### config.mk
export PLATFORM = sky130hd
export DESIGN_NAME = freq_measure_flat
export DESIGN_NICKNAME = d
export VERILOG_FILES = /design/src/rtl/freq_measure_if.sv /design/src/rtl/freq_measure.sv /design/src/flat_wrapper.sv
export SDC_FILE = /design/constraint.sdc
export NUM_CORES = 1
export LEC_CHECK = 0
export ABC_CLOCK_PERIOD_IN_PS = 4800
export CELL_PAD_IN_SITES_DETAIL_PLACEMENT = 0
export CELL_PAD_IN_SITES_GLOBAL_PLACEMENT = 2
export CORE_AREA = 5 5 175 110
export DETAILED_ROUTE_END_ITERATION = 10
export DIE_AREA = 0 0 180 115
export GPL_TIMING_DRIVEN = 0
export PLACE_DENSITY_LB_ADDON = 0.2
export SYNTH_ARGS = -nofsm -noshare
export SYNTH_HDL_FRONTEND = slang
export SYNTH_SLANG_ARGS = --single-unit
### constraint.sdc
create_clock -name clk -period 4.8 [get_ports clk]
set_input_delay 0.96 -clock clk [delete_from_list [all_inputs] [get_ports clk]]
set_output_delay 0.96 -clock clk [all_outputs]
set_load 0.02 [all_outputs]
### src/rtl/freq_measure_if.sv
// freq_measure_if: measured signal in, period results and status out
interface freq_measure_if;
  logic        sig_in;
  logic [31:0] half_period;
  logic [31:0] divisor_out;
  logic        valid;
  logic        locked;
  logic        stalled;
  modport master (output sig_in, input half_period, divisor_out, valid, locked, stalled);
  modport slave  (input sig_in, output half_period, divisor_out, valid, locked, stalled);
endinterface

### src/rtl/freq_measure.sv
// freq_measure: counts clk cycles between sig_in edges, reports half period, lock and stall
module freq_measure #(
  parameter int unsigned TIMEOUT = 1000000
) (
  input  logic          clk,
  input  logic          reset,
  freq_measure_if.slave bus
);
  typedef enum logic [1:0] {SETTLE, IDLE, MEASURE, STALLED} state_t;
  state_t      r_state, w_state;
  logic        r_s1, r_s2, r_s3;
  logic [31:0] r_cnt, w_cnt, r_hp, w_hp, r_div, w_div;
  logic        r_valid, w_valid, r_locked, w_locked, r_stalled, w_stalled, r_first, w_first;
  logic [1:0]  r_settle, w_settle;
  logic        w_edge;
  assign w_edge = r_s2 ^ r_s3;
  always_ff @(posedge clk or posedge reset)
    if (reset) begin
      r_state   <= SETTLE;
      r_s1      <= 1'b0;
      r_s2      <= 1'b0;
      r_s3      <= 1'b0;
      r_cnt     <= '0;
      r_hp      <= '0;
      r_div     <= '0;
      r_valid   <= 1'b0;
      r_locked  <= 1'b0;
      r_stalled <= 1'b0;
      r_first   <= 1'b0;
      r_settle  <= '0;
    end else begin
      r_state   <= w_state;
      r_s1      <= bus.sig_in;
      r_s2      <= r_s1;
      r_s3      <= r_s2;
      r_cnt     <= w_cnt;
      r_hp      <= w_hp;
      r_div     <= w_div;
      r_valid   <= w_valid;
      r_locked  <= w_locked;
      r_stalled <= w_stalled;
      r_first   <= w_first;
      r_settle  <= w_settle;
    end
  // r_first marks the interval right after IDLE/STALLED, which must never report lock
  always_comb begin
    w_state   = r_state;
    w_cnt     = r_cnt;
    w_hp      = r_hp;
    w_div     = r_div;
    w_valid   = 1'b0;
    w_locked  = r_locked;
    w_stalled = r_stalled;
    w_first   = r_first;
    w_settle  = r_settle;
    case (r_state)
      SETTLE: begin
        w_settle = r_settle + 2'd1;
        w_state  = (r_settle == 2'd2) ? IDLE : SETTLE;
      end
      IDLE: if (w_edge) begin
        w_state = MEASURE;
        w_cnt   = '0;
        w_first = 1'b1;
      end
      MEASURE: if (w_edge) begin
        w_hp     = r_cnt + 32'd1;
        w_div    = r_cnt;
        w_valid  = 1'b1;
        w_cnt    = '0;
        w_locked = !r_first && (r_cnt + 32'd1 == r_hp);
        w_first  = 1'b0;
      end else if (r_cnt == 32'(TIMEOUT - 1)) begin
        w_state   = STALLED;
        w_stalled = 1'b1;
        w_locked  = 1'b0;
      end else begin
        w_cnt = r_cnt + 32'd1;
      end
      STALLED: if (w_edge) begin
        w_state   = MEASURE;
        w_stalled = 1'b0;
        w_cnt     = '0;
        w_first   = 1'b1;
      end
    endcase
  end
  assign bus.half_period = r_hp;
  assign bus.divisor_out = r_div;
  assign bus.valid       = r_valid;
  assign bus.locked      = r_locked;
  assign bus.stalled     = r_stalled;
endmodule
### src/flat_wrapper.sv
// flat-port wrapper written by rule: the top's interface ports become plain ports
module freq_measure_flat 
#(
  parameter int unsigned TIMEOUT = 1000000
)
  (clk, reset, bus_sig_in, bus_half_period, bus_divisor_out, bus_valid, bus_locked, bus_stalled);
  freq_measure_if bus_i ();
  input  logic clk;
  input  logic reset;
  input wire logic [$bits(bus_i.sig_in)-1:0] bus_sig_in;
  output wire logic [$bits(bus_i.half_period)-1:0] bus_half_period;
  output wire logic [$bits(bus_i.divisor_out)-1:0] bus_divisor_out;
  output wire logic [$bits(bus_i.valid)-1:0] bus_valid;
  output wire logic [$bits(bus_i.locked)-1:0] bus_locked;
  output wire logic [$bits(bus_i.stalled)-1:0] bus_stalled;
  assign bus_i.sig_in = bus_sig_in;
  assign bus_half_period = bus_i.half_period;
  assign bus_divisor_out = bus_i.divisor_out;
  assign bus_valid = bus_i.valid;
  assign bus_locked = bus_i.locked;
  assign bus_stalled = bus_i.stalled;
  freq_measure #(.TIMEOUT(TIMEOUT)) u_core (.clk(clk), .reset(reset), .bus(bus_i));
endmodule
==> results of run 1 <==
==> cells in the final DEF (no fill, tap or decap), types with 17 or more instances in the layout <==
| cell type | count |
|---|---|
| xnor2_1 | 30 |
| clkdlybuf4s50_1 | 69 |
| clkbuf_1 | 29 |
| nand2_1 | 149 |
| nand3_1 | 18 |
| dfrtp_1 | 107 |
| o21ai_0 | 76 |
| nor2_1 | 34 |
| o31ai_1 | 17 |
| xor2_1 | 20 |
==> how the worst min path moves through the flow <==
| stage | start | endpoint | slack (ns) | depth (start not counted) |
|---|---|---|---|---|
| after floorplan | u_core.r_s1 | u_core.r_s2 | 0.33 | 0 |
| after global placement | u_core.r_s1 | u_core.r_s2 | 0.34 | 0 |
| after detailed placement | u_core.r_s1 | u_core.r_s2 | 0.34 | 0 |
| after CTS | u_core.r_s1 | u_core.r_s2 | 0.37 | 0 |
| after global routing | u_core.r_s1 | u_core.r_s2 | 0.38 | 0 |
| final | u_core.r_s1 | u_core.r_s2 | 0.36 | 0 |
==> power by group through the flow <==
stage / Clock (W) / Sequential, W / Combinational (W)
floorplan: 0 / 0.00108 / 0.000358
global placement: 0 / 0.00104 / 0.000724
detailed placement: 0 / 0.00104 / 0.000735
CTS: 0.000815 / 0.00102 / 0.000738
global route: 0.000845 / 0.00103 / 0.000804
finish: 0.000791 / 0.00102 / 0.000735
==> through the flow <==
stage / cells / setup TNS, ns
after floorplan: 676 / 0
after global placement: 985 / -89.54
after detailed placement: 986 / 0
after CTS: 1002 / 0
after global routing: 1002 / 0
final: 1002 / 0
==> final cells by class <==
cell class / instances / area, um^2 / area share (%)
Buffer: 56 / 268 / 3.67
Timing Repair Buffer: 70 / 718 / 9.85
Tap cell: 240 / 300 / 4.12
Clock inverter: 7 / 81.3 / 1.12
Clock buffer: 9 / 225 / 3.09
Multi-Input combinational cell: 502 / 2980 / 40.8
Sequential cell: 107 / 2680 / 36.7
Inverter: 11 / 43.8 / 0.601
==> sequential cells by signal, indices dropped and copies added (netlist names) <==
register	flops
u_core.r_state	2
u_core.bus.valid	1
u_core.r_first	1
u_core.bus.half_period	32
u_core.r_s1	1
u_core.r_s3	1
u_core.bus.stalled	1
u_core.r_cnt	32
u_core.r_settle	2
u_core.bus.divisor_out	32
u_core.bus.locked	1
u_core.r_s2	1
==> cells by family after synthesis <==
logic type	synth area share (%)
simple gates	26.2
compound gates	14.3
flops	44.9
buf+inv	5.18
xor+xnor	8.87
fa+ha+maj	0.419
mux	0.168
==> critical path, delay by kind of cell, from the launching register on <==
family / cells / cell delay [ns]
compound gates: 2 / 0.45
fa+ha+maj: 1 / 0.36
flops: 1 / 0.47
simple gates: 4 / 1.54
buf+inv: 2 / 1.31
==> metal layers <==
layer / wire (um) / vias up / track usage, %
li1: - / 2517 / -
met1: 11300 / 2678 / 32.8
met2: 8420 / 170 / 29.1
met3: 1480 / 19 / 5.82
met4: 245 / 0 / 3.91
met5: 0 / - / 0
==> impl_metrics.py, run 1 <==
metrics = {
    "die": {
        "fp.dieW_um": 180,
        "die-area_um2": 20700,
        "rows": 38,
        "pin_count": 70,
        "core-area_um2": 17500,
        "start_util_pct": 34.0,
        "die_h_um": 115,
    },
    "grt": {
        "grt_pass1_wl_um": 33200,
        "track_usage_pct": 21.1,
        "overflow": 0,
        "grt_start_max_net_pins": 60,
        "antenna_found_initial": 0,
        "grt_pass1_vias": 5368,
    },
    "timing": {
        "slew_headroom_pct": 3.99,
        "post-route-min-period_ns": 4.30,
        "hold_viol_final": 0,
        "whs_ns": 0.361,
        "worstMarginPinSlew_ns": 1.42,
        "fmax_mhz": 232,
        "rsz0062_at_grt": "false",
        "setup_violations": 0,
        "finalWorstSetupSlack_ns": 0.499,
        "slew_violations": 0,
        "fin_crit_sh_pct": 89.6,
        "clock_skew_ns": 0.00739,
    },
    "power": {
        "ir_worst_vdd_mv": 0.220,
        "clkPwrFrac_pct": 31.1,
        "switching_share_pct": 37.2,
        "combPwrFrac_pct": 28.8,
        "power_frac_seq_pct": 40.1,
        "p_leak_nw": 3.14,
        "pwr_density_cell_nw_per_um2": 349,
        "p_total_w": 0.00255,
        "p_int_w": 0.00160,
        "switchingPower_w": 0.000947,
    },
    "detailed_routing": {
        "drtAntennaViolNets": 0,
        "avgRoutedWirePerCell_um": 21.4,
        "routed_via_density": 5.37,
        "totalWireLength_um": 21400,
        "drtIter0Drc": 436,
        "dr.pass1.iters": 5,
        "drc": 0,
        "vias": 5384,
    },
    "clocking": {
        "cts_max_level": 3,
        "cts_resized": 0,
        "cts_buffers": 9,
        "holdBufCountCts": 0,
        "clockBufferDepth": 2,
        "clk_latency_ns": 0.36,
        "clock_sinks": 107,
        "cts_tree": "done",
        "cts-root-buf": "clkbuf_16",
        "clkTransAtPathRegs_ns": 0.08,
        "cts_setup_buffers": 0,
    },
    "synthesis": {
        "syn_area_um2": 5960,
        "yosys-top-cells-count": "nand2_1, dfrtp_1, o21ai_0, nor2_1, xnor2_1",
        "syn_inst": 676,
        "syn-num-nets": 681,
        "yosysMostFrequentCell": "nand2_1",
        "yosys_most_used_dff": "dfrtp_1",
        "yosysWarnings": 0,
        "synth_seq_cells": 107,
        "yosys-top-cells-area": "dfrtp_1, nand2_1, o21ai_0",
        "synth.largest_area_cell": "dfrtp_1",
        "synthArstFlopShare_pct": 100,
        "synth-edff-count": 0,
        "synth_top_cell_area_share_pct": 44.9,
        "yosysUniqueCellTypes": 60,
        "postSynthAreaPerCell_um2": 8.82,
        "synth.yosys.seq_area_share_pct": 44.9,
    },
    "placed_design": {
        "place_congestion": 0.926,
        "io_buffers": 69,
        "place_area_um2": 6990,
        "dp_hpwl_um": 15900,
        "place_ws_ns": 0.608,
    },
    "worst_setup_path": {
        "r2r-end": "u_core.r_cnt[14]",
        "crit_chain": "ha_1 > nand4_1 > or3_1 > nor3_1 > o21a_1 > or3_1 > clkbuf_1 > clkbuf_1 > o21ai_0",
        "setup.worst_path.end": "u_core.r_cnt[14]",
        "critPathLaunchType": "flop",
        "ff2ff_path_depth": 9,
        "slowest_delay_ns": 0.76,
        "cp.arrival_ns": 4.50,
        "critical_path_class": "reg -> reg",
        "cp-startpoint": "u_core.r_cnt[1]",
        "critPathRequiredTime_ns": 5.00,
        "r2r-start": "u_core.r_cnt[1]",
        "rrSetupSlack_ns": 0.50,
        "cp-end-kind": "flop",
        "cpMaxStageDelayCell": "clkbuf_1",
        "crit_path_max_fanout": 10,
    },
    "final_layout": {
        "drive_gt1_share_pct": 8.01,
        "nFillCells": 1750,
        "stdcell_area_um2": 7290,
        "area_growth_syn_to_layout_pct": 22.3,
        "final_util_pct": 41.6,
        "antennaDiodeCount": 0,
        "nets": 762,
    },
    "hold_path": {
        "hold_path_class": "reg -> reg",
    },
    "status": {
        "outcome": "complete, no violations",
    },
    "flow_run": {
        "maxCapViolations": 0,
    },
}
Power figures use the tool's default switching activity.
==> run 2, diff against run 1 <==
--- a/config.mk
+++ b/config.mk
@@ -5,7 +5,7 @@
 export SDC_FILE = /design/constraint.sdc
 export NUM_CORES = 1
 export LEC_CHECK = 0
-export ABC_CLOCK_PERIOD_IN_PS = 4800
+export ABC_CLOCK_PERIOD_IN_PS = 4500
 export CELL_PAD_IN_SITES_DETAIL_PLACEMENT = 0
 export CELL_PAD_IN_SITES_GLOBAL_PLACEMENT = 2
 export CORE_AREA = 5 5 175 110
==> constraint.sdc (replaced) <==
create_clock -name clk -period 4.5 [get_ports clk]
set_input_delay 0.9 -clock clk [delete_from_list [all_inputs] [get_ports clk]]
set_output_delay 0.9 -clock clk [all_outputs]
set_load 0.02 [all_outputs]
==> results of run 2 <==
Same layout as run 1 (identical final DEF). Status: complete, no violations.
Main changes from that run: setup slack after placement 0.608 ns -> 0.308 ns; setup slack after layout 0.499 ns -> 0.199 ns; register-to-register setup slack 0.50 ns -> 0.20 ns; total power 0.00255 W -> 0.00272 W; worst IR drop on VDD 0.220 mV -> 0.234 mV
==> variant 1: new RTL, config.mk and constraints of run 1 <==
Encoding of `state_t`: now one-hot (4 bits for 4 states).
--- a/src/rtl/freq_measure.sv
+++ b/src/rtl/freq_measure.sv
@@ -6,7 +6,7 @@
   input  logic          reset,
   freq_measure_if.slave bus
 );
-  typedef enum logic [1:0] {SETTLE, IDLE, MEASURE, STALLED} state_t;
+  typedef enum logic [3:0] {SETTLE = 4'b0001, IDLE = 4'b0010, MEASURE = 4'b0100, STALLED = 4'b1000} state_t;
   state_t      r_state, w_state;
   logic        r_s1, r_s2, r_s3;
   logic [31:0] r_cnt, w_cnt, r_hp, w_hp, r_div, w_div;
Behaviour: same outputs for any inputs over 10 cycles, from zero or initial values and one cycle with reset high; not proved beyond that.
==> variant 1 against run 1 <==
Synthesized area is 4.4% higher; setup slack better by 0.24 ns; hold slack worse by 0.0057 ns; sequential cell count is 2 higher; routed wire length is 5.9% higher; global-route usage is 1.1 points higher; cell area is 3.7% higher.
Power is not compared: it rests on default switching activity, and its combinational part moved more than twofold at a synthesized area within 25%.
==> variant 1: results (changes against run 1) <==
Global route
  • GR Util met1: 35.3% (+2.5 points)
  • All-Layer GR Usage: 22.2% (+1.1 points)
  • Met3 Use GR: 5.12% (-0.70 points)
  • Initial antenna violation count: 0 (unchanged)
  • Number of global-route vias before repair: 5482 (+2.1%)
  • Met2 Use GR: 30.0% (+0.88 points)
  • Largest net degree at the start of global routing: 77 (+28%)
  • Global-route wire length before repair: 35000 um (+5.4%)

Logic synthesis
  • Yosys cell types: 65 (+8.3%)
  • Synth cell count leaders: nand2_1, dfrtp_1, o21ai_0
  • Sequential-to-total area share from yosys stat: 43.8% (-1.1 points)
  • Post-synthesis async set-or-reset flop share: 100% (unchanged)
  • Top cells by area, synth: dfrtp_1, nand2_1, o21ai_0, xnor2_1, nor2_1
  • Yosys warnings: 0 (unchanged)
  • Syn Nets: 738 (+8.4%)

Place
  • Port bufs: 69 (unchanged)
  • RD Place Congestion: 0.922 (-0.49%)
  • DP HPWL: 16700 um (+4.8%)

Worst setup path
  • Crit path largest cell delay: 0.65 ns (-0.11 ns)
  • CP max-delay cell: clkbuf_1
  • Top Family by Delay on Critical Path: simple AND/OR/NAND/NOR gates
  • RR Endpoint: u_core.r_cnt[30]$_DFFE_PP0P_
  • R2R cell count: 11 (+2)
  • Worst EP arrival: 4.34 ns (-0.16 ns)
  • Critical Path Fanout Max: 10 (unchanged)
  • Worst reg2reg setup slack: 0.74 ns (+0.24 ns)
  • R2R Path Start: u_core.r_cnt[1]$_DFFE_PP0P_

Layout
  • Ant. Diodes: 0 (unchanged)
  • Filler instances: 1728 (-1.3%)
  • Nets: 820 (+7.6%)
  • Layout cell share with drive strength beyond 1: 7.32% (-0.69 points)

Clocking
  • Clock transition at path regs: 0.08 ns (about the same)
  • Max H-tree Level: 3 (unchanged)
  • Post_cts resized: 0 (unchanged)
  • Worst-Skew Late Latency: 0.37 ns
  • Clock Path Buffers: 2 (unchanged)
  • Clock root cell: clkbuf_16
  • CTS buffer count: 9 (unchanged)
  • Postcts setup bufs: 0 (unchanged)

Pwr
  • Peak VDD IR: 0.142 mV
  • LEAKAGE: 3.20 nW

Min path
  • Hold EP: u_core.r_s2$_DFF_PP0_
  • Cell depth of the worst hold path: 0 (unchanged)
  • Hold Crit Start: u_core.r_s1$_DFF_PP0_
  • Tightest Hold Check Type: flop to flop

Drt
  • Drt pass-1 iters: 5 (unchanged)
  • DR WL/cell: 21.4 um (+0.14%)
  • Drt initial violations: 538 (+23%)
  • Final WL: 22700 um (+5.9%)
  • DR vias: 5779 (+7.3%)

Timing
  • Min Hold Slack: 0.355 ns (-0.00566 ns)
  • Clk_skew: 0.0140 ns (+0.00664 ns)
  • Slew @ Worst Pin: 1.27 ns (-0.148 ns)

Flow run
  • Max Cap Viol: 0 (unchanged)

Status
  • Status: finished, final reports clean
## variant 1: kinds of logic after synthesis
kind of cell / Yosys count / synth area share, %
buffers and inverters: 76 / 5.22
flip-flops: 109 / 43.8
XOR/XNOR: 50 / 7.03
adder cells (fa/ha/maj): 2 / 0.402
AND/OR/NAND/NOR: 340 / 27.8
multiplexers: 4 / 0.643
AO/OA/AOI/OAI: 152 / 15.0
## variant 1: per-layer routing
metal	part of all wire [%]	wire, um
met1	52	11900
met2	39	8830
met3	7.0	1600
met4	1.6	369
met5	0	0
## variant 1: worst max-delay path by stage
stage / depth (start not counted) / end / startpoint / slack (ns)
3_3_place_gp: 2 / u_core.bus.divisor_out[1]$_DFFE_PP0P_ / reset / -0.92
2_1_floorplan: 1 / u_core.bus.divisor_out[0]$_DFFE_PP0P_ / reset / 0.97
5_1_grt: 11 / u_core.r_cnt[25]$_DFFE_PP0P_ / u_core.r_cnt[1]$_DFFE_PP0P_ / 0.54
6_report: 11 / u_core.r_cnt[30]$_DFFE_PP0P_ / u_core.r_cnt[1]$_DFFE_PP0P_ / 0.74
4_1_cts: 9 / u_core.bus.locked$_DFFE_PP0P_ / u_core.r_cnt[1]$_DFFE_PP0P_ / 0.68
3_5_place_dp: 9 / u_core.bus.locked$_DFFE_PP0P_ / u_core.r_cnt[1]$_DFFE_PP0P_ / 0.74
## variant 1: report_power, final
part / switching (mW) / internal (mW)
Sequential: 0.000880 / 0.919
Combinational: 0.0251 / 0.00566
Clock: 0.375 / 0.410
Total: 0.401 / 1.33
## variant 1: area by class of cell
| type | count | area share, % |
|---|---|---|
| sequential | 109 | 36.1 |
| inverter | 14 | 0.761 |
| timing repair buffer | 71 | 9.56 |
| clock inverter | 6 | 0.910 |
| clock buffer | 10 | 3.03 |
| multi-input combinational | 548 | 42.1 |
| tap | 240 | 3.97 |
| buffer | 62 | 3.61 |
## variant 1: stage by stage
step | instance area (um2) | setup WS [ns] | cells
detailed placement | 7250 | 0.741 | 1043
global route | 7560 | 0.542 | 1060
finish | 7560 | 0.742 | 1060
CTS | 7550 | 0.682 | 1059
global placement | 7220 | -0.916 | 1042
floorplan | 6230 | 0.968 | 733
==> variant 2: new RTL, config.mk and constraints of run 1 <==
Made on the original files. `TIMEOUT` is set to 1000000 in 2 places; all go to 500000.
--- a/src/rtl/freq_measure.sv
+++ b/src/rtl/freq_measure.sv
@@ -1,6 +1,6 @@
 // freq_measure: counts clk cycles between sig_in edges, reports half period, lock and stall
 module freq_measure #(
-  parameter int unsigned TIMEOUT = 1000000
+  parameter int unsigned TIMEOUT = 500000
 ) (
   input  logic          clk,
   input  logic          reset,
--- a/src/flat_wrapper.sv
+++ b/src/flat_wrapper.sv
@@ -1,7 +1,7 @@
 // flat-port wrapper written by rule: the top's interface ports become plain ports
 module freq_measure_flat 
 #(
-  parameter int unsigned TIMEOUT = 1000000
+  parameter int unsigned TIMEOUT = 500000
 )
   (clk, reset, bus_sig_in, bus_half_period, bus_divisor_out, bus_valid, bus_locked, bus_stalled);
   freq_measure_if bus_i ();
Behaviour: no difference found for any inputs over 10 cycles, from zero or initial values and one cycle with reset high; that may be too few to reach the edited logic, so the function may still have changed.
==> variant 2 against run 1 <==
Final cell count about the same; total power rose by 2.3%; sequential cell count stayed put; cell area down 2.3%; setup slack better by 0.47 ns; combinational power hardly changed; synthesized area shrank 3.5%; first-iteration DRC count rose by 26%; routed wire length fell by 3.2%; count of clock-buffer cells in the layout is 2 higher; synthesized cell count shrank 0.15%; critical endpoint is now u_core.r_cnt[13]$_DFFE_PP0P_.
==> variant 2: results (changes against run 1) <==
Status
  • Status: finished, final reports clean

Logic synthesis
  • Synth Area in Adders: 0.435% (+0.015 points)
  • Fraction of synthesized area in multiplexers: 0.370% (+0.20 points)
  • Gate Count Post-Synth: 675 (-0.15%)
  • Yosys cell types: 57 (-5.0%)
  • Top cells by area, synth: dfrtp_1, nand2_1, o21ai_0, xnor2_1, xor2_1
  • Synth Area in XOR/XNOR: 9.28% (+0.41 points)
  • Synth Area in Compound Gates: 14.9% (+0.63 points)
  • Post-synth EDFFs: 0 (unchanged)
  • Sequential-to-total area share from yosys stat: 46.5% (+1.6 points)
  • Synth cell count leaders: nand2_1, dfrtp_1, o21ai_0

Layout
  • Final core occ: 40.6% (-0.95 points)
  • Layout cell share with drive strength beyond 1: 5.78% (-2.2 points)
  • Post-Layout Cell Count: 1001 (-0.10%)
  • Filler instances: 1763 (+0.74%)
  • Nets: 762 (unchanged)

Timing
  • Min Hold Slack: 0.351 ns (-0.0100 ns)
  • Clk_skew: 0.0131 ns (+0.00571 ns)
  • Peak Freq: 261 MHz (+12%)
  • Slew @ Worst Pin: 0.896 ns (-0.526 ns)

Clocking
  • Clock transition at path regs: 0.08 ns (about the same)
  • Post_cts resized: 0 (unchanged)

Place
  • Area after DPL: 6780 um2 (-3.0%)
  • Placed cell count: 985 (-0.10%)
  • DP HPWL: 15400 um (-3.1%)
  • Place WS: 0.613 ns (+0.00537 ns)
  • RD Place Congestion: 0.929 (+0.30%)

Drt
  • Vias per Instance: 5.33 (-0.87%)
  • Final WL: 20700 um (-3.2%)
  • Drt initial violations: 551 (+26%)

Min path
  • Hold Crit Start: u_core.r_s1$_DFF_PP0_

Global route
  • Number of global-route vias before repair: 5116 (-4.7%)
  • Largest net degree at the start of global routing: 93 (+55%)
  • Global-route wire length before repair: 31700 um (-4.4%)
  • All-Layer GR Usage: 20.2% (-0.84 points)

Pwr
  • Peak VDD IR: 0.226 mV (+2.7%)
  • Clk network pwr share: 33.5% (+2.4 points)
  • Sw Share: 35.8% (-1.4 points)
  • LEAKAGE: 3.03 nW (-3.5%)
  • P_clk: 872 uW (+10%)

Worst setup path
  • R2R cell count: 10 (+1)
  • CP max-delay cell: nor4_2
  • Worst EP arrival: 4.08 ns (-0.42 ns)
  • Crit path largest cell delay: 0.67 ns (-0.09 ns)
  • Worst reg2reg setup slack: 0.97 ns (+0.47 ns)
variant 2: cell count changes after synthesis, moves of 6 or more:
cell      delta
buf_4        -6
xor2_1       +9
inv_1        -6
nand2_1     +18
clkbuf_1     +7
variant 2: final cells by class:
cell class / count / share of cell area [%]
multi-input combinational: 506 / 39.6
sequential: 107 / 37.6
timing repair buffer: 71 / 10.1
tap: 240 / 4.21
clock buffer: 11 / 3.41
buffer: 55 / 3.21
clock inverter: 4 / 1.39
inverter: 7 / 0.439
variant 2: logic make-up (layout without fill, tap and decap cells):
kind of cell,Yosys count,in the layout
and+or+nand+nor,298,298
DFF,107,107
muxes,2,2
xor gates and xnor gates,61,61
AOI/OAI and AO/OA,143,143
buffers and inverters,62,148
adders and majority gates,2,2
variant 2: routing by layer:
layer	vias up	GRT usage, %	wire, um
met5	-	0	0
met4	0	3.55	155
met3	19	7.02	2040
met2	199	27.8	8260
met1	2640	30.8	10300
li1	2474	-	-
